### src/rtl/div4_pkg.sv
// Shared types and constants for the 4-bit sequential divider.
// Both the controller and the bench import this package.
package div4_pkg;

  localparam int DIV_W     = 4;
  localparam int DIV_STEPS = 4;

  localparam logic [DIV_W-1:0] DBZ_QUOTIENT = 4'hF;

  typedef enum logic [1:0] {
    IDLE = 2'd0,
    CALC = 2'd1,
    DONE = 2'd2
  } state_t;

endpackage

### src/rtl/sub4_borrow.sv
// Combinational 4-bit ripple subtractor: d = a - b mod 16, borrow = (a < b).
// Built as a + ~b + 1 through four full-adder stages; borrow is the inverted carry out.
module sub4_borrow (
  input  logic [3:0] a,
  input  logic [3:0] b,
  output logic [3:0] d,
  output logic       borrow
);

  logic [4:0] c;
  logic [3:0] nb;

  assign nb   = ~b;
  assign c[0] = 1'b1;

  for (genvar i = 0; i < 4; i++) begin : g_fa
    assign d[i]   = a[i] ^ nb[i] ^ c[i];
    assign c[i+1] = (a[i] & nb[i]) | (c[i] & (a[i] ^ nb[i]));
  end

  assign borrow = ~c[4];

endmodule

### src/rtl/seq_divider4.sv
// Restoring 4-bit unsigned divider, one quotient bit per clock through a single
// shared subtractor. Handshake: start sampled only in IDLE; busy high in CALC; done one-cycle pulse.
import div4_pkg::*;

module seq_divider4 (
  input  logic             clk,
  input  logic             rst_n,
  input  logic             start,
  input  logic [DIV_W-1:0] dividend,
  input  logic [DIV_W-1:0] divisor,
  output logic             busy,
  output logic             done,
  output logic [DIV_W-1:0] quotient,
  output logic [DIV_W-1:0] remainder,
  output logic             dbz,
  output state_t           dbg_state
);

  state_t           state_q, state_d;
  logic [1:0]       cnt_q;
  logic [DIV_W-1:0] r_q;
  logic [DIV_W-1:0] dvd_q;
  logic [DIV_W-1:0] dvs_q;
  logic [DIV_W-1:0] q_sr;

  logic [DIV_W:0]   shifted;
  logic [DIV_W-1:0] diff;
  logic             borrow;
  logic             accept;
  logic [DIV_W-1:0] r_next;

  // Bit 4 of the shifted remainder set means shifted >= 16 > divisor, so the subtract always fits.
  assign shifted = {r_q, dvd_q[cnt_q]};
  assign accept  = shifted[DIV_W] | ~borrow;
  assign r_next  = accept ? diff : shifted[DIV_W-1:0];

  sub4_borrow u_sub (
    .a      (shifted[DIV_W-1:0]),
    .b      (dvs_q),
    .d      (diff),
    .borrow (borrow)
  );

  always_ff @(posedge clk or negedge rst_n) begin
    if (!rst_n) state_q <= IDLE;
    else        state_q <= state_d;
  end

  always_comb begin
    state_d = state_q;
    case (state_q)
      IDLE:    if (start) state_d = (divisor == '0) ? DONE : CALC;
      CALC:    if (cnt_q == 2'd0) state_d = DONE;
      DONE:    state_d = IDLE;
      default: state_d = IDLE;
    endcase
  end

  always_ff @(posedge clk or negedge rst_n) begin
    if (!rst_n) begin
      cnt_q     <= '0;
      r_q       <= '0;
      dvd_q     <= '0;
      dvs_q     <= '0;
      q_sr      <= '0;
      quotient  <= '0;
      remainder <= '0;
      dbz       <= 1'b0;
    end else begin
      case (state_q)
        IDLE: begin
          if (start) begin
            if (divisor == '0) begin
              quotient  <= DBZ_QUOTIENT;
              remainder <= dividend;
              dbz       <= 1'b1;
            end else begin
              dvd_q <= dividend;
              dvs_q <= divisor;
              r_q   <= '0;
              q_sr  <= '0;
              dbz   <= 1'b0;
              cnt_q <= 2'(DIV_STEPS - 1);
            end
          end
        end
        CALC: begin
          r_q  <= r_next;
          q_sr <= {q_sr[DIV_W-2:0], accept};
          if (cnt_q == 2'd0) begin
            quotient  <= {q_sr[DIV_W-2:0], accept};
            remainder <= r_next;
          end else begin
            cnt_q <= cnt_q - 2'd1;
          end
        end
        default: ;
      endcase
    end
  end

  // Both flags decode the state register only, so neither has a path from start.
  assign busy      = (state_q == CALC);
  assign done      = (state_q == DONE);
  assign dbg_state = state_q;

endmodule

### config.mk
export PLATFORM = sky130hd
export DESIGN_NAME = seq_divider4
export DESIGN_NICKNAME = d
export VERILOG_FILES = /design/src/rtl/div4_pkg.sv /design/src/rtl/sub4_borrow.sv /design/src/rtl/seq_divider4.sv
export SDC_FILE = /design/constraint.sdc
export NUM_CORES = 1
export LEC_CHECK = 0
export BUFFER_PORTS_ARGS = -buffer_cell sky130_fd_sc_hd__buf_4
export CAP_MARGIN = 20
export CORE_UTILIZATION = 53
export DETAILED_ROUTE_END_ITERATION = 7
export PLACE_DENSITY = 0.78
export RECOVER_POWER = 25
export SLEW_MARGIN = 5
export SYNTH_ARGS = -nofsm -noshare
export SYNTH_HDL_FRONTEND = slang
export SYNTH_HIERARCHICAL = 1
export SYNTH_SLANG_ARGS = --single-unit
### constraint.sdc
create_clock -name clk -period 3.6 [get_ports clk]
set_clock_uncertainty 0.1 [all_clocks]
set_input_delay 0 -clock clk [delete_from_list [all_inputs] [get_ports clk]]
set_output_delay 0 -clock clk [all_outputs]
set_load 0.02 [all_outputs]
==> reports/results.txt <==
status = completed
Max Freq = 298.2 MHz
Final Cycle Share = 93.17%
GRT Util Overall = 23.98%
core area = 0.002255 mm2
PwrDens = 975.3 mW/mm2
Area growth syn-to-layout = 25.68%
Slew @ Worst Pin = 1490 ps
Num CTS Buffers = 3
Synth top area share = 54.05%
initial core utilization = 57.49%
min-delay src = start
static leakage = 0.7972 nW
clock sink count = 28
I/O pin count = 24
Yosys warning total = 6
Clk Latency, worst-skew pair = 330 ps
DRT iter0 DRCs = 23
antenna violations before repair = 0
Die Y = 51.46 um
TritonCTS clock tree = built
Synth Instances = 122
ant diodes = 0
CP endpoint kind = register
post-route ant nets = 0
RSZ-0062 raised after global routing = no
vias in the first global route = 1,001
largest net degree at the start of global routing = 29
Worst Path Arrival = 3490 ps
CP startpoint kind = register
overall power = 1.589 mW
crit-path max FO = 6
Clock Path Buffers = 2
Fin. Hold Viols = 0
cell taking the most area after synthesis = dfrtp_1
Synth cell types = 27
Post-DP HPWL = 1927 um
Final nets = 172
via count = 986
Rows = 17
post-layout utilization of the core = 72.25%
total grt overflow = 0
peak supply drop = 646.1 uV
first-pass iteration count of the detailed router = 4
Most used DFF post-synth = dfrtp_1
number of setup buffers added after CTS = 0
wire per inst = 15.24 um
max-slew violation count = 0
DP Worst Slack = 248.5 ps
Total Routed Length = 2789 um
Reg-to-Reg Start = cnt_q[0]
# setup viols final = 0
headroom to the max-slew limit = 0.6593%
fin worst setup slack = 246.0 ps
CP Launch Point = cnt_q[0]
Post-synth ARST share = 100.0%
max-cap viol count = 0
port bufs = 23
CTS clk-pin slew, worst paths = 160 ps
Seq cells post-synth = 28
Final TNS setup = 0 ps
die width = 51.46 um
Area contributors post-synth = dfrtp_1 (54%), nand2_1 (8.1%), fa_1 (4.6%)
hold crit path type = in -> reg
ratio of cells with drive above 1 in the final layout = 21.94%
Die ar. = 0.002648 mm2
global-route wire length before repair = 4567 um
Final min period = 3354 ps
# hold bufs at CTS = 9
Net Count, Synth = 138
DRC Markers = 0
gpl congestion = 0.8250
cell area after synthesis = 0.001296 mm2
Post-Route Hold Slack = 3.417 ps
CTS root buf = clkbuf_4
post-CTS resize count = 0
worst endpoint required time = 3740 ps
kind of critical path = reg -> reg
Syn Area/Cell = 10.62 um2
# H-tree levels = 1
register area share after synthesis = 54.05%
Avg Vias per Cell = 5.388
number of synthesized flops with an enable pin = 0
==> kinds of logic (layout without fill, tap and decap cells) <==
family / after synthesis / count (layout) / share of synthesized area (%)
muxes: 9 / 9 / 8.590
DFF: 28 / 28 / 54.05
AOI/OAI and AO/OA: 23 / 23 / 11.78
and+or+nand+nor: 41 / 41 / 14.19
adders and majority gates: 5 / 5 / 6.564
buffers and inverters: 16 / 49 / 4.825
==> critical path, cell delays in order, from the launching register on <==
cell	delay, ps
dfrtp_1	440
mux4_2	530
inv_1	70
ha_1	140
inv_1	50
fa_1	350
inv_1	70
fa_1	180
fa_1	160
nor2b_1	470
mux2i_1	310
a21oi_1	120
mux2_4	260
==> cells in the mapped netlist, drive strengths merged (3+ instances only) <==
master and instances:
nand2 29, dfrtp 28, inv 13, o21ai 10, a22o 4, mux2 4, mux2i 4, a21oi 3
fa 3, nor2b 3, o22a 3
==> metal layers <==
metal  global-route usage [%]  wire length [um]  up-vias
met5                        0                 0        -
met4                    9.910                43        0
met3                    2.976                91        4
met2                    40.48              1386       22
met1                    30.98              1267      486
li1                         -                 -      474
==> flip-flops by register name, indices dropped and copies added, names as in the netlist <==
signal / cells
dvd_q: 4
dbg_state: 2
quotient: 4
cnt_q: 2
r_q: 4
dvs_q: 4
remainder: 4
q_sr: 3
dbz: 1
==> area by class of cell <==
class | instances | area, um2
multi-input cells | 78 | 533.0
clock buffers | 3 | 22.52
well taps | 28 | 35.03
repair buffers | 32 | 259.0
flip-flops and latches | 28 | 700.7
clock inverters | 1 | 30.03
inverters | 13 | 48.80
fillers | 174 | 625.6
==> where the power goes <==
group          switching, mW  internal, mW  leakage (nW)
sequential             0.111         0.463         0.340
clock                 0.0947         0.113        0.0279
combinational          0.452         0.355         0.429
==> per-stage QoR <==
step	instance area (um2)	cells
floorplan	1296	122
finish	1629	183
global placement	1490	170
CTS	1633	183
global route	1629	183
detailed placement	1490	170
==> worst paths after layout <==
check,endpoint,slack (ps),depth (start not counted)
worst min-delay path,dvs_q[1],3,4
min in group asynchronous,dvs_q[3],440,2
worst max-delay path,remainder[0],250,12
worst min register to register,dvd_q[3],400,2
worst max register to register,remainder[0],250,12
max in group asynchronous,r_q[1],2100,2
==> cells in the final DEF (no fill, tap or decap) <==
| cell | synthesis | routed |
|---|---|---|
| nor3_1 | 2 | 2 |
| mux2i_1 | 4 | 4 |
| bufinv_16 | 0 | 1 |
| o41a_1 | 1 | 1 |
| nand2b_1 | 2 | 2 |
| dlygate4sd3_1 | 0 | 9 |
| mux2_2 | 3 | 3 |
| a22o_1 | 4 | 4 |
| dfrtp_1 | 28 | 28 |
| nor2b_1 | 3 | 3 |
| nor4_1 | 1 | 1 |
| fa_1 | 3 | 3 |
| nand2_1 | 28 | 28 |
| nor2_1 | 2 | 2 |
| inv_1 | 12 | 12 |
| inv_2 | 1 | 1 |
| o21a_1 | 1 | 1 |
| clkbuf_4 | 0 | 3 |
| nor3b_2 | 1 | 1 |
| o21ai_0 | 10 | 10 |
| mux4_2 | 1 | 1 |
| nand3_1 | 1 | 1 |
| nand2_2 | 1 | 1 |
| ha_1 | 2 | 2 |
| o22a_1 | 3 | 3 |
| clkbuf_1 | 1 | 1 |
| mux2_4 | 1 | 1 |
| a21oi_1 | 3 | 3 |
| o21bai_1 | 1 | 1 |
| buf_4 | 0 | 22 |
No activity file was read; power rests on OpenSTA's default activity.
